File: src/rtl/dequantizer_pkg.sv
// Shared constants, state encoding and the dequantisation arithmetic helper.
package dequantizer_pkg;

    localparam int COEF_BIT       = 12;
    localparam int QT_BIT         = 8;
    localparam int Q_BIT          = 32;
    localparam int Q_FRAC_BIT     = 16;
    localparam int BLOCK_BIT      = 3;
    localparam int BLOCK_SIZE     = 8;
    localparam int BLOCK_AREA     = 64;
    localparam int BLOCK_AREA_BIT = 6;
    localparam int RUN_BIT        = 4;

    // Product of a signed coefficient and an unsigned table entry.
    localparam int PROD_BIT  = COEF_BIT + QT_BIT;
    // Integer part of the output fixed-point word.
    localparam int Q_INT_BIT = Q_BIT - Q_FRAC_BIT;

    localparam logic [BLOCK_AREA_BIT-1:0] LAST_K = BLOCK_AREA_BIT'(BLOCK_AREA - 1);

    localparam logic signed [PROD_BIT-1:0] SAT_MAX = PROD_BIT'((2 ** (Q_INT_BIT - 1)) - 1);
    localparam logic signed [PROD_BIT-1:0] SAT_MIN = PROD_BIT'(-(2 ** (Q_INT_BIT - 1)));

    // BOS: between blocks, BLOK: consuming symbols, DOLDUR: zero-filling to k=63.
    typedef enum logic [1:0] {
        ST_BOS    = 2'd0,
        ST_BLOK   = 2'd1,
        ST_DOLDUR = 2'd2
    } dq_state_e;

    // Multiply, saturate to the integer range of the output, then place the
    // integer part above the fractional bits.
    function automatic logic [Q_BIT-1:0] deq_scale(
        input logic signed [COEF_BIT-1:0] v,
        input logic        [QT_BIT-1:0]   q
    );
        logic signed [PROD_BIT-1:0]  p;
        logic signed [Q_INT_BIT-1:0] s;
        p = v * $signed({1'b0, q});
        if (p > SAT_MAX) begin
            s = {1'b0, {(Q_INT_BIT-1){1'b1}}};
        end else if (p < SAT_MIN) begin
            s = {1'b1, {(Q_INT_BIT-1){1'b0}}};
        end else begin
            s = p[Q_INT_BIT-1:0];
        end
        return {s, {Q_FRAC_BIT{1'b0}}};
    endfunction

endpackage

File: src/rtl/dequantizer_zigzag_lut.sv
// Zigzag scan position k -> (row, col) inside an 8x8 block, standard JPEG order.
module zigzag_lut
    import dequantizer_pkg::*;
(
    input  logic [BLOCK_AREA_BIT-1:0] k_i,
    output logic [BLOCK_BIT-1:0]      row_o,
    output logic [BLOCK_BIT-1:0]      col_o
);

    // Entries are written as 6'oRC: upper octal digit row, lower digit column.
    logic [2*BLOCK_BIT-1:0] rc;

    // Pure lookup of the zigzag table.
    always_comb begin
        rc = '0;
        case (k_i)
            6'd0:  rc = 6'o00;  6'd1:  rc = 6'o01;  6'd2:  rc = 6'o10;  6'd3:  rc = 6'o20;
            6'd4:  rc = 6'o11;  6'd5:  rc = 6'o02;  6'd6:  rc = 6'o03;  6'd7:  rc = 6'o12;
            6'd8:  rc = 6'o21;  6'd9:  rc = 6'o30;  6'd10: rc = 6'o40;  6'd11: rc = 6'o31;
            6'd12: rc = 6'o22;  6'd13: rc = 6'o13;  6'd14: rc = 6'o04;  6'd15: rc = 6'o05;
            6'd16: rc = 6'o14;  6'd17: rc = 6'o23;  6'd18: rc = 6'o32;  6'd19: rc = 6'o41;
            6'd20: rc = 6'o50;  6'd21: rc = 6'o60;  6'd22: rc = 6'o51;  6'd23: rc = 6'o42;
            6'd24: rc = 6'o33;  6'd25: rc = 6'o24;  6'd26: rc = 6'o15;  6'd27: rc = 6'o06;
            6'd28: rc = 6'o07;  6'd29: rc = 6'o16;  6'd30: rc = 6'o25;  6'd31: rc = 6'o34;
            6'd32: rc = 6'o43;  6'd33: rc = 6'o52;  6'd34: rc = 6'o61;  6'd35: rc = 6'o70;
            6'd36: rc = 6'o71;  6'd37: rc = 6'o62;  6'd38: rc = 6'o53;  6'd39: rc = 6'o44;
            6'd40: rc = 6'o35;  6'd41: rc = 6'o26;  6'd42: rc = 6'o17;  6'd43: rc = 6'o27;
            6'd44: rc = 6'o36;  6'd45: rc = 6'o45;  6'd46: rc = 6'o54;  6'd47: rc = 6'o63;
            6'd48: rc = 6'o72;  6'd49: rc = 6'o73;  6'd50: rc = 6'o64;  6'd51: rc = 6'o55;
            6'd52: rc = 6'o46;  6'd53: rc = 6'o37;  6'd54: rc = 6'o47;  6'd55: rc = 6'o56;
            6'd56: rc = 6'o65;  6'd57: rc = 6'o74;  6'd58: rc = 6'o75;  6'd59: rc = 6'o66;
            6'd60: rc = 6'o57;  6'd61: rc = 6'o67;  6'd62: rc = 6'o76;  6'd63: rc = 6'o77;
            default: rc = '0;
        endcase
    end

    assign row_o = rc[2*BLOCK_BIT-1:BLOCK_BIT];
    assign col_o = rc[BLOCK_BIT-1:0];

endmodule

File: src/rtl/dequantizer.sv
// Dequantizer: expands run/value symbols into 64 zigzag-ordered coefficients per
// block, scales each by the loadable quantisation table and presents them on a
// registered valid/ready output.
//
// Handshake rule for every interface: a transfer happens on a rising clock edge
// where valid and ready are both high; a valid output is held stable until it
// is taken.
module dequantizer
    import dequantizer_pkg::*;
(
    input  logic                 clk_i,
    input  logic                 rst_i,
    input  logic [QT_BIT-1:0]    qt_veri_i,
    input  logic                 qt_gecerli_i,
    output logic                 qt_hazir_o,
    input  logic [RUN_BIT-1:0]   ed_run_i,
    input  logic [COEF_BIT-1:0]  ed_veri_i,
    input  logic                 ed_eob_i,
    input  logic                 ed_gecerli_i,
    output logic                 ed_hazir_o,
    output logic [Q_BIT-1:0]     dq_veri_o,
    output logic [BLOCK_BIT-1:0] dq_row_o,
    output logic [BLOCK_BIT-1:0] dq_col_o,
    output logic                 dq_gecerli_o,
    output logic                 dq_blok_son_o,
    input  logic                 dq_hazir_i,
    output logic                 hata_o
);

    dq_state_e                 state_q;
    logic [BLOCK_AREA_BIT-1:0] k_q;          // next zigzag position to emit
    logic [BLOCK_AREA_BIT-1:0] pend_zero_q;  // zeros still owed by the last symbol
    logic                      pend_val_q;   // value still owed after those zeros
    logic [COEF_BIT-1:0]       val_q;
    logic [QT_BIT-1:0]         qt_q [BLOCK_AREA];
    logic [BLOCK_AREA_BIT-1:0] qt_ptr_q;

    logic [Q_BIT-1:0]          dq_veri_q;
    logic [BLOCK_BIT-1:0]      dq_row_q;
    logic [BLOCK_BIT-1:0]      dq_col_q;
    logic                      dq_gecerli_q;
    logic                      dq_blok_son_q;
    logic                      hata_q;

    logic                      stage_free;
    logic                      in_bos;
    logic                      pending;
    logic                      ed_acc;
    logic                      run_ovf;
    logic                      emit;
    logic                      emit_val;
    logic [COEF_BIT-1:0]       emit_coef;
    logic [Q_BIT-1:0]          dq_veri_d;
    logic [BLOCK_BIT-1:0]      lut_row;
    logic [BLOCK_BIT-1:0]      lut_col;

    assign stage_free = !dq_gecerli_q || dq_hazir_i;
    assign in_bos     = (state_q == ST_BOS);
    assign pending    = (pend_zero_q != '0) || pend_val_q;

    // Table loading wins over symbols between blocks; inside a block a new
    // symbol is taken only once the previous one is fully expanded.
    assign qt_hazir_o = in_bos;
    assign ed_hazir_o = in_bos ? (!qt_gecerli_i && stage_free)
                               : ((state_q == ST_BLOK) && !pending && stage_free);
    assign ed_acc     = ed_gecerli_i && ed_hazir_o;

    // A run that would step past k=63 cannot place its value in this block.
    assign run_ovf = (7'({1'b0, k_q}) + 7'(ed_run_i)) > 7'(LAST_K);

    zigzag_lut u_zigzag (
        .k_i   (k_q),
        .row_o (lut_row),
        .col_o (lut_col)
    );

    // Pick what (if anything) goes into the output register this cycle.
    always_comb begin
        emit      = 1'b0;
        emit_val  = 1'b0;
        emit_coef = val_q;
        if (ed_acc) begin
            emit = 1'b1;
            if (!ed_eob_i && !run_ovf && (ed_run_i == '0)) begin
                emit_val  = 1'b1;
                emit_coef = ed_veri_i;
            end
        end else if ((state_q == ST_BLOK) && stage_free && pending) begin
            emit     = 1'b1;
            emit_val = (pend_zero_q == '0);
        end else if ((state_q == ST_DOLDUR) && stage_free) begin
            emit = 1'b1;
        end
    end

    // Scaled coefficient for the position being emitted; zeros stay zero.
    always_comb begin
        dq_veri_d = '0;
        if (emit_val) begin
            dq_veri_d = deq_scale(emit_coef, qt_q[k_q]);
        end
    end

    // Quantisation table: reset to all ones, written sequentially between blocks.
    always_ff @(posedge clk_i) begin
        if (rst_i) begin
            for (int i = 0; i < BLOCK_AREA; i++) begin
                qt_q[i] <= QT_BIT'(1);
            end
            qt_ptr_q <= '0;
        end else if (in_bos && qt_gecerli_i) begin
            qt_q[qt_ptr_q] <= qt_veri_i;
            qt_ptr_q       <= qt_ptr_q + 1'b1;
        end
    end

    // Block FSM, run expansion bookkeeping and the registered output stage.
    always_ff @(posedge clk_i) begin
        if (rst_i) begin
            state_q       <= ST_BOS;
            k_q           <= '0;
            pend_zero_q   <= '0;
            pend_val_q    <= 1'b0;
            val_q         <= '0;
            dq_veri_q     <= '0;
            dq_row_q      <= '0;
            dq_col_q      <= '0;
            dq_gecerli_q  <= 1'b0;
            dq_blok_son_q <= 1'b0;
            hata_q        <= 1'b0;
        end else begin
            hata_q <= ed_acc && !ed_eob_i && run_ovf;

            if (ed_acc) begin
                if (ed_eob_i) begin
                    state_q <= ST_DOLDUR;
                end else begin
                    state_q <= ST_BLOK;
                    val_q   <= ed_veri_i;
                    if (run_ovf) begin
                        // zero at k now, remaining zeros through 63, value dropped
                        pend_zero_q <= LAST_K - k_q;
                        pend_val_q  <= 1'b0;
                    end else if (ed_run_i != '0) begin
                        pend_zero_q <= {2'b00, ed_run_i} - 6'd1;
                        pend_val_q  <= 1'b1;
                    end
                end
            end else if ((state_q == ST_BLOK) && stage_free && pending) begin
                if (pend_zero_q != '0) begin
                    pend_zero_q <= pend_zero_q - 6'd1;
                end else begin
                    pend_val_q <= 1'b0;
                end
            end

            if (emit) begin
                k_q           <= k_q + 6'd1;
                dq_gecerli_q  <= 1'b1;
                dq_veri_q     <= dq_veri_d;
                dq_row_q      <= lut_row;
                dq_col_q      <= lut_col;
                dq_blok_son_q <= (k_q == LAST_K);
                if (k_q == LAST_K) begin
                    // last coefficient is in the output register; block is closed
                    state_q     <= ST_BOS;
                    pend_zero_q <= '0;
                    pend_val_q  <= 1'b0;
                end
            end else if (dq_hazir_i) begin
                dq_gecerli_q  <= 1'b0;
                dq_blok_son_q <= 1'b0;
            end
        end
    end

    assign dq_veri_o     = dq_veri_q;
    assign dq_row_o      = dq_row_q;
    assign dq_col_o      = dq_col_q;
    assign dq_gecerli_o  = dq_gecerli_q;
    assign dq_blok_son_o = dq_blok_son_q;
    assign hata_o        = hata_q;

endmodule

File: config.mk
export PLATFORM = sky130hd
export DESIGN_NAME = dequantizer
export DESIGN_NICKNAME = d
export VERILOG_FILES = /design/src/rtl/dequantizer_pkg.sv /design/src/rtl/dequantizer_zigzag_lut.sv /design/src/rtl/dequantizer.sv
export SDC_FILE = /design/constraint.sdc
export NUM_CORES = 1
export LEC_CHECK = 0
export ABC_AREA = 0
export BUFFER_PORTS_ARGS = -buffer_cell sky130_fd_sc_hd__buf_2
export CORE_MARGIN = 4
export CORE_UTILIZATION = 55
export CTS_CLUSTER_SIZE = 40
export DETAILED_ROUTE_END_ITERATION = 10
export HOLD_SLACK_MARGIN = 0.15
export PLACE_DENSITY_LB_ADDON = 0.25
export SLEW_MARGIN = 20
export SYNTH_ARGS = -nofsm -noshare
export SYNTH_HDL_FRONTEND = slang
export SYNTH_SLANG_ARGS = --single-unit
File: constraint.sdc
create_clock -name clk_i -period 17.25 [get_ports clk_i]
set_input_delay 0.8625 -clock clk_i [delete_from_list [all_inputs] [get_ports clk_i]]
set_output_delay 0.8625 -clock clk_i [all_outputs]
set_load 0.03 [all_outputs]
Word-level counts from Yosys, hierarchy flattened --
Memory sizes are Yosys's and may differ from the RTL's. A register that Yosys moved wholly into a read port is not among the register bits. Cells that the tools add are included.
Word-level totals: RAM bits 512, memories kept 2, ROM bits 384, output and inout port bits 43, register bits after elaboration 68
Memory list:
- qt_q | words 64, width 8, rd ports 1, clocked after memory_dff 1, write ports 64, RTL line dequantizer.sv:35 | logic [QT_BIT-1:0] qt_q [BLOCK_AREA];
- (name not given) | words 64, width 6, rd ports 1, clocked after memory_dff 1, write ports 0, RTL line dequantizer_zigzag_lut.sv:16 | case (k_i)
Operators by class: equal/unequal tests 3, bitwise logic cells 1, $lt $le $gt $ge 3, $add $sub $neg 6, reductions and logical operators 27, $mul 1, multiplexer cells 45
Operator list (number):
- $mux W6 | 11
- $mux W16 | 2
- $mux W32 | 1
- $mux W1 | 24
- $mux W12 | 2
- $gt A20 B16 Y1 const B | 1
- $lt A20 B16 Y1 const B | 1
- $mul A12 B9 Y20 | 1
- $add A6 B1 Y6 const B | 2
- $logic_and A1 B1 Y1 | 12
- $mux W2 | 4
- $mux W8 | 1
- $reduce_or A8 Y1 | 1
- $add A6 B4 Y7 | 1
- $gt A7 B6 Y1 const B | 1
- $eq A6 B6 Y1 const B | 1
- $logic_not A6 Y1 | 1
- $reduce_bool A6 Y1 | 1
- $sub A6 B1 Y6 const B | 1
- $sub A6 B6 Y6 const A | 1
- $logic_not A1 Y1 | 5
- $sub A4 B1 Y5 const B | 1
- $logic_not A4 Y1 | 1
- $reduce_bool A4 Y1 | 1
- other kinds (7) | 8

Logic depth before layout (Yosys ltp) --
Gate-level depths: netlist of run 1.
depth after elaboration 13, depth in mapped cells 28, depth with buffers taken out 27

Cells and area by module --
A second synthesis of run 1 with hierarchy kept.
Second synthesis, totals: cells, all modules 2429, area, all modules 31074.8 um2
Modules (own cells, without submodules):
- dequantizer | area an instance 30277.8 um2, instances 1, cells each 2321
- zigzag_lut | area an instance 797.0 um2, instances 1, cells each 108

Worst setup path after synthesis of run 1 --
Ideal clock, no wire load.
path kind input to register, start in ed_run_i[0], end reg dq_veri_q[17], in the netlist dq_veri_o[17], cell stages on the path 26, arrival time 7.187 ns, buffers on the path 3, setup time 0.142 ns, path slack 9.921 ns, data required time 17.108 ns, cells stage by stage ha_1 > fa_1 > a21o_1 > a21oi_1 > nor2_1 > nor3_4 > buf_6 > mux2i_1 > or2_2 > fa_1 > fa_1 > inv_1 > fa_1 > inv_1 > fa_1 > inv_1 > ha_1 > a21oi_1 > o211a_1 > nor2_1 > or4_1 > a222oi_1 > or3_1 > clkbuf_1 > clkbuf_1 > a311oi_1
Between the ends: cells in the longest elaborated chain, start to end 12, elaborated cells between the ends (all ways) 16, those cells by class add/sub: 1; mul: 1; order compare: 3; mux: 7; reduce/logical: 4
Ends and longest elaborated chain:
- start: declaration | RTL line dequantizer.sv:16 | input logic [RUN_BIT-1:0] ed_run_i,
- $add A6 B4 Y7 | RTL line dequantizer.sv:69 | assign run_ovf = (7'({1'b0, k_q}) + 7'(ed_run_i)) > 7'(LAST_K);
- $gt A7 B6 Y1 | RTL line dequantizer.sv:69
- $logic_not A1 Y1 | RTL line dequantizer.sv:84 | if (!ed_eob_i && !run_ovf && (ed_run_i == '0)) begin
- $logic_and A1 B1 Y1 | RTL line dequantizer.sv:84
- $logic_and A1 B1 Y1 (*) | RTL line dequantizer.sv:84
- $mux W12 | RTL line dequantizer.sv:84
- $mux W12 | RTL line dequantizer.sv:82 | if (ed_acc) begin
- $mul A12 B9 Y20 | RTL line dequantizer_pkg.sv:39 | p = v * $signed({1'b0, q});
- $lt A20 B16 Y1 | RTL line dequantizer_pkg.sv:42 | end else if (p < SAT_MIN) begin
- $mux W16 | RTL line dequantizer_pkg.sv:42
- $mux W16 | RTL line dequantizer_pkg.sv:40 | if (p > SAT_MAX) begin
- $mux W32 (*) | RTL line dequantizer.sv:99 | if (emit_val) begin
- end signal: assignment | RTL line dequantizer.sv:160 | dq_veri_q <= dq_veri_d;
- end: declaration | RTL line dequantizer.sv:38 | logic [Q_BIT-1:0] dq_veri_q;
Mark *: on every way between the ends. The rest lies on a longest branch, timed or not. A chain may end at the register's enable or synchronous reset.

==> results of run 1 <==
## cell families after synthesis
group | synth area share
and+or+nand+nor | 0.173
DFF | 0.536
buffers and inverters | 0.0404
muxes | 0.132
AOI/OAI and AO/OA | 0.0359
adders and majority gates | 0.0746
xor gates and xnor gates | 0.00733
other | 0.000121
## registers in the layout, summed over array words and instances, names as in the netlist, 2 cells and up, named ones only
name         count
dq_col_o         3
val_q           12
state_q          2
qt_q           512
dq_veri_o       16
qt_ptr_q         6
dq_row_o         3
k_q              6
pend_zero_q      6
## synthesized netlist by cell type, types with 12 or more instances
master,instances
sky130_fd_sc_hd__a21oi_1,68
sky130_fd_sc_hd__mux2_2,13
sky130_fd_sc_hd__nand2b_1,35
sky130_fd_sc_hd__inv_1,126
sky130_fd_sc_hd__clkbuf_1,129
sky130_fd_sc_hd__edfxtp_1,512
sky130_fd_sc_hd__a211oi_1,16
sky130_fd_sc_hd__xnor2_1,15
sky130_fd_sc_hd__buf_2,17
sky130_fd_sc_hd__ha_1,62
sky130_fd_sc_hd__buf_4,20
sky130_fd_sc_hd__nor2b_1,15
sky130_fd_sc_hd__nor3_1,13
sky130_fd_sc_hd__buf_1,14
sky130_fd_sc_hd__nand3_1,12
sky130_fd_sc_hd__fa_1,77
sky130_fd_sc_hd__nor2_1,153
sky130_fd_sc_hd__and2_1,451
sky130_fd_sc_hd__or2_2,79
sky130_fd_sc_hd__nand2_1,107
sky130_fd_sc_hd__mux4_2,165
sky130_fd_sc_hd__or3_1,65
sky130_fd_sc_hd__dfxtp_1,64
sky130_fd_sc_hd__o21ai_0,36
sky130_fd_sc_hd__mux2i_1,25
## where the power goes
| part | switching [mW] | leakage, nW | internal, mW | total, mW |
|---|---|---|---|---|
| sequential | 0.0348 | 5.50 | 1.57 | 1.61 |
| combinational | 0.278 | 5.74 | 0.205 | 0.483 |
| clock | 0.533 | 0.889 | 0.698 | 1.23 |
## metrics by stage
| stage | utilization | setup WS, ps | area, um^2 |
|---|---|---|---|
| 6_report | 0.605 | 8210 | 33600 |
| 5_1_grt | 0.605 | 7480 | 33600 |
| 4_1_cts | 0.605 | 8010 | 33600 |
| 3_5_place_dp | 0.572 | 8060 | 31800 |
| 3_3_place_gp | 0.572 | 8280 | 31800 |
| 2_1_floorplan | - | 9920 | 31100 |
## metal layers
metal	vias to the layer above	wire (um)
met1	9385	29600
met2	774	35500
li1	8389	-
met4	0	1900
met5	-	0
met3	130	5080
## worst max-delay path by stage
stage | startpoint | to | slack, ps
after global routing | register | dq_veri_o[30]$_SDFFE_PP0N_ | 7480
after global placement | register | dq_veri_o[26]$_SDFFE_PP0N_ | 8280
final | register | dq_veri_o[19]$_SDFFE_PP0N_ | 8210
after floorplan | ed_run_i[0] | dq_veri_o[17]$_SDFFE_PP0N_ | 9920
after detailed placement | register | dq_veri_o[19]$_SDFFE_PP0N_ | 8060
after CTS | register | dq_veri_o[19]$_SDFFE_PP0N_ | 8010
## area by class of cell
class | count | area [um^2]
well taps | 748 | 936
fillers | 4224 | 21900
flip-flops and latches | 576 | 16700
repair buffers | 84 | 493
clock inverters | 34 | 300
inverters | 126 | 473
diodes | 1 | 2.50
clock buffers | 71 | 1520
multi-input cells | 1521 | 13200
## critical path: cells and delay by family, from the launching register on
kind,cells,cell delay [ps]
DFF,1,450
adders and majority gates,5,2450
AOI/OAI and AO/OA,6,2100
muxes,3,1730
and+or+nand+nor,3,540
buffers and inverters,5,1560
==> Flow_metrics.wiki, run 1 <==
{| class="wikitable"
! Metric !! Value
|-
| Result of the run || finished, final reports clean
|-
| Clk root buf || sky130_fd_sc_hd__clkbuf_16
|-
| Number of max-cap violations || 0
|-
| Reg-to-reg critical path endpoint || dq_veri_o[19]$_SDFFE_PP0N_
|-
| Share of synthesized flip-flops with an asynchronous set or reset || 0
|-
| Source-to-sink clock delay at the later pin of the worst-skew pair || 630 ps
|-
| Leakage power summed over all cells || 12.1 nW
|-
| Type of element capturing the critical path || register
|-
| Final Routed Wirelength || 72,000 um
|-
| Depth of the worst register-to-register path || 22
|-
| Min Clock Period, post-route || 9040 ps
|-
| Number of I/O port buffers || 56
|-
| Number of hold buffers added after CTS || 0
|-
| Commonest non-fill, non-tap cells in the layout || 512 x sky130_fd_sc_hd__edfxtp_1, 450 x sky130_fd_sc_hd__and2_1, 165 x sky130_fd_sc_hd__mux4_2
|-
| Routed via count || 18,700
|-
| Instance count after placement with tap cells included || 3,055
|-
| Endpoints failing hold || 0
|-
| Number of enable-type register cells in the synthesized netlist || 512
|-
| Post-route worst hold slack || 449 ps
|-
| Worst Clk Skew || 21.2 ps
|-
| Post-CTS resize count || 0
|-
| Global routing usage on met3 || 0.0395
|-
| Critical Path Max Stage Delay || 810 ps
|-
| Layout overhead on the synthesized area || 8.19%
|-
| Global-route usage over all layers || 0.242
|-
| Setup repair after global routing missed its margin || no
|-
| Normalized max-slew margin || 0.272
|-
| Summed instance area of the synthesized netlist || 31,100 um^2
|-
| Post-route fraction of the period consumed by the critical path || 0.524
|-
| Prevailing post-synth register cell || sky130_fd_sc_hd__edfxtp_1
|-
| Hold Path Class || reg2reg
|-
| Data required time at the worst endpoint || 17,770 ps
|-
| Cell Count, Final, Fillers Out || 3,161
|-
| Post-synthesis cell type count || 59
|-
| Post-synth top area share || 0.495
|-
| Number of max-slew violations in the final report || 0
|-
| Critical Path Start Type || register
|-
| Total number of nets in the final design || 2,536
|-
| Proportion of synthesized chip area in sequential cells || 0.536
|-
| Total Neg Setup Slack || 0 ps
|-
| Vias in the first global route || 18,800
|-
| Maximum number of pins on one net before global-route repair || 89
|-
| Depth of the worst hold-timing path || 2
|-
| R2R Setup Slk || 8210 ps
|-
| Gate count of the mapped netlist || 2,389
|-
| Slew of the pin with the lowest slew margin || 1090 ps
|-
| Final setup fails || 0
|-
| Fraction of layout cells with a size suffix above 1 || 0.180
|-
| Num ports || 73
|-
| Number of clock buffers inserted by TritonCTS || 58
|-
| Most frequent CP cell || sky130_fd_sc_hd__fa_1
|-
| Power density normalized to cell area || 98.8 nW/um^2
|-
| Max stage delay cell, worst path || sky130_fd_sc_hd__o22ai_1
|-
| Floorplan row count || 86
|-
| Synth area leaders || sky130_fd_sc_hd__edfxtp_1 50%, sky130_fd_sc_hd__mux4_2 12%, sky130_fd_sc_hd__and2_1 9.1%, sky130_fd_sc_hd__fa_1 5.0%, sky130_fd_sc_hd__dfxtp_1 4.1%
|-
| Most common cell after layout, fill and taps aside || sky130_fd_sc_hd__edfxtp_1
|-
| Worst voltage drop across the vdd grid || 0.0000830 V
|-
| Mean instance size in the synthesized netlist || 13.0 um^2
|-
| Most crowded layer after global routing || met2
|-
| Hold path start || dq_col_o[0]$_SDFFE_PP0N_
|-
| Top cell type by total area after synthesis || sky130_fd_sc_hd__edfxtp_1
|-
| First DRT Iteration DRCs || 1,992
|-
| #FFs+latches synth || 576
|-
| Drt via density || 5.91
|-
| Global-route wire length before repair || 112,000 um
|-
| Worst endpoint data arrival time || 9560 ps
|-
| RD Place Congestion || 0.854
|-
| Die Footprint || 60,300 um^2
|-
| CTS tree || yes
|-
| CTS H-tree lvls || 2
|-
| Yosys warning total || 0
|-
| Max FO, Critical Path || 45
|-
| Initial antenna violation count || 3
|-
| Met1 capacity usage during global routing || 0.337
|-
| Antenna-violating nets left || 0
|-
| Drt first pass iters || 5
|-
| Initial standard-cell utilization of the core || 0.559
|-
| Cell breakdown of the critical path || buf_4 -> buf_4 -> mux4_2 -> mux4_2 -> mux4_2 -> nand2b_1 -> fa_1 -> fa_1 -> inv_1 -> fa_1 -> inv_1 -> fa_1 -> inv_1 -> ha_1 -> a21o_1 -> a31o_2 -> a31o_2 -> o21ai_0 -> nand4_1 -> o22ai_1 -> nand2_1 -> a311oi_1
|-
| Power, Total || 3.32 mW
|-
| DP HPWL || 47,200 um
|-
| Met2 Resource Use GR || 0.402
|-
| Maximum number of buffers from clock root to sink || 3
|-
| Chip Width || 246 um
|-
| Area of the placeable core || 55,500 um^2
|-
| Clk pin slew, worst setup/hold paths || 60 ps
|-
| Buffers inserted during post-CTS setup optimization || 0
|-
| Sinks on Clock Net || 576
|-
| Worst Path Class, Setup || reg2reg
|-
| WL per Instance || 22.8 um
|-
| DRC violations left || 0
|-
| GRT Residual Overflow || 0
|-
| WHS Endpoint || dq_col_o[0]$_SDFFE_PP0N_
|-
| Maximum operating frequency || 111 MHz
|-
| Die extent in y || 246 um
|}
No activity file was read; power rests on OpenSTA's default activity.
==> run 2, diff against run 1 <==
==> constraint.sdc (replaced) <==
create_clock -name clk_i -period 9.3 [get_ports clk_i]
set_input_delay 0.465 -clock clk_i [delete_from_list [all_inputs] [get_ports clk_i]]
set_output_delay 0.465 -clock clk_i [all_outputs]
set_load 0.03 [all_outputs]
==> run 2 against run 1 <==
Worst setup slack worse by 7100 ps; critical path depth up 3; register-to-register slack worse by 7100 ps; worst hold slack worse by 220 ps; sequential share of layout area down 0.84 points; flip-flop and latch count unchanged; wire length up 1.3%; cell count up 0.92%; clock skew up 24 ps; clock-buffer cell count up 4; largest power group unchanged; highest routed layer unchanged.
==> Flow_metrics.wiki, run 2 (synthesis gave the netlist of run 1 again) <==
{| class="wikitable"
! Metric !! Value
|-
| Result of the run || finished, final reports clean
|-
| Final Routed Wirelength || 73,000 um
|-
| Initial standard-cell utilization of the core || 0.559
|-
| Global-route usage over all layers || 0.244
|-
| Most common cell after layout, fill and taps aside || sky130_fd_sc_hd__edfxtp_1
|-
| Sinks on Clock Net || 576
|-
| Leakage power summed over all cells || 12.4 nW
|-
| DRC violations left || 0
|-
| Power density normalized to cell area || 189 nW/um^2
|-
| WL per Instance || 22.9 um
|-
| Layout overhead on the synthesized area || 10.1%
|-
| Critical Path Start Type || register
|-
| Routed via count || 18,800
|-
| Chip Width || 246 um
|-
| DP HPWL || 48,600 um
|-
| Die Footprint || 60,300 um^2
|-
| Setup repair after global routing missed its margin || no
|-
| Post-route worst hold slack || 229 ps
|-
| Final setup fails || 0
|-
| Maximum operating frequency || 122 MHz
|-
| CTS tree || yes
|-
| Num ports || 73
|-
| Clk root buf || sky130_fd_sc_hd__clkbuf_16
|-
| Normalized max-slew margin || 0.306
|-
| Diode count || 0
|-
| Number of max-cap violations || 0
|-
| Largest register by flop count || qt_q
|-
| Worst Path Class, Setup || reg2reg
|-
| Worst voltage drop across the vdd grid || 0.000162 V
|-
| Number of flip-flops in the largest register || 512
|-
| Post-CTS resize count || 0
|-
| Vias in the first global route || 19,400
|-
| Drt first pass iters || 5
|-
| Proportion of power drawn by flip-flops and latches || 0.460
|-
| GRT Residual Overflow || 0
|-
| Maximum number of buffers from clock root to sink || 3
|-
| Number of max-slew violations in the final report || 0
|-
| Type of element capturing the critical path || register
|-
| Relative contribution of combinational cells to total power || 0.143
|-
| Endpoints failing hold || 0
|-
| Area of the placeable core || 55,500 um^2
|-
| Fraction of layout cells with a size suffix above 1 || 0.189
|-
| Switching portion of total power || 0.249
|-
| Total Neg Setup Slack || 0 ps
|-
| Worst endpoint data arrival time || 8680 ps
|-
| Clk pin slew, worst setup/hold paths || 60 ps
|-
| Buffers inserted during post-CTS setup optimization || 0
|-
| Internal power of the cells || 4.85 mW
|-
| Slew of the pin with the lowest slew margin || 1030 ps
|-
| Number of clock buffers inserted by TritonCTS || 60
|-
| Number of I/O port buffers || 56
|-
| Worst Clk Skew || 44.9 ps
|-
| Number of hold buffers added after CTS || 13
|-
| Fillers || 4,252
|-
| Commonest non-fill, non-tap cells in the layout || 512 x sky130_fd_sc_hd__edfxtp_1, 450 x sky130_fd_sc_hd__and2_1, 165 x sky130_fd_sc_hd__mux4_2
|-
| Drt via density || 5.89
|-
| CTS H-tree lvls || 2
|-
| Hold Path Class || in2reg
|-
| Critical Path Max Stage Delay || 740 ps
|-
| Data required time at the worst endpoint || 9790 ps
|-
| Source-to-sink clock delay at the later pin of the worst-skew pair || 650 ps
|-
| RD Place Congestion || 0.897
|-
| Max FO, Critical Path || 20
|-
| Switching component of the power || 1.61 mW
|-
| Maximum number of pins on one net before global-route repair || 81
|-
| Post-route fraction of the period consumed by the critical path || 0.881
|-
| Min Clock Period, post-route || 8200 ps
|-
| Total number of nets in the final design || 2,559
|-
| Floorplan row count || 86
|-
| Die extent in y || 246 um
|-
| Antenna-violating nets left || 0
|-
| Global-route wire length before repair || 113,000 um
|-
| First DRT Iteration DRCs || 1,771
|-
| Clock network fraction of total power || 0.397
|-
| Initial antenna violation count || 1
|-
| Max stage delay cell, worst path || sky130_fd_sc_hd__fa_1
|}
run 2: per-stage QoR:
stage | util | area [um^2] | setup WS (ps) | std cells | power (mW)
floorplan | - | 31100 | 2190 | 2404 | 3.68
global placement | 0.575 | 31900 | 1370 | 3063 | 3.92
detailed placement | 0.575 | 31900 | 1170 | 3063 | 3.95
CTS | 0.615 | 34200 | 1110 | 3190 | 6.49
global route | 0.616 | 34200 | 489 | 3190 | 6.69
finish | 0.616 | 34200 | 1100 | 3190 | 6.47
run 2: per-layer routing:
metal | track usage | share of wire | wire length [um]
met1 | 0.326 | 0.40 | 29000
met2 | 0.418 | 0.50 | 36600
met3 | 0.0354 | 0.067 | 4870
met4 | 0.0809 | 0.034 | 2450
met5 | 0 | 0 | 0
run 2: power groups by stage:
stage / Sequential, mW / Clock, mW / Combinational (mW)
global route: 2.98 / 2.71 / 0.998
finish: 2.97 / 2.57 / 0.923
detailed placement: 3.03 / 0 / 0.919
floorplan: 2.99 / 0 / 0.681
global placement: 3.02 / 0 / 0.902
CTS: 2.97 / 2.59 / 0.927
run 2: area by class of cell:
cell class	instances	area, um^2	area share
flip-flops and latches	576	16700	0.488
inverters	126	473	0.0138
repair buffers	105	768	0.0225
multi-input cells	1521	13200	0.386
clock buffers	75	1660	0.0485
well taps	748	936	0.0274
clock inverters	39	478	0.0140
run 2: worst paths after layout:
| path | from | endpoint | slack, ps | depth (start not counted) |
|---|---|---|---|---|
| worst max register to register | pend_zero_q[1]$_SDFF_PP0_ | dq_veri_o[30]$_SDFFE_PP0N_ | 1100 | 25 |
| worst min register to register | dq_veri_o[31]$_SDFFE_PP0N_ | dq_veri_o[31]$_SDFFE_PP0N_ | 450 | 2 |
| worst min-delay path | ed_eob_i | pend_zero_q[3]$_SDFF_PP0_ | 230 | 3 |
| worst max-delay path | pend_zero_q[1]$_SDFF_PP0_ | dq_veri_o[30]$_SDFFE_PP0N_ | 1100 | 25 |
run 2: worst max-delay path: cells and delay by family, from the launching register on:
| family | cells | cell delay [ps] |
|---|---|---|
| compound gates | 7 | 1420 |
| fa+ha+maj | 6 | 2800 |
| buf+inv | 4 | 390 |
| flops | 1 | 340 |
| mux | 1 | 330 |
| simple gates | 7 | 2780 |
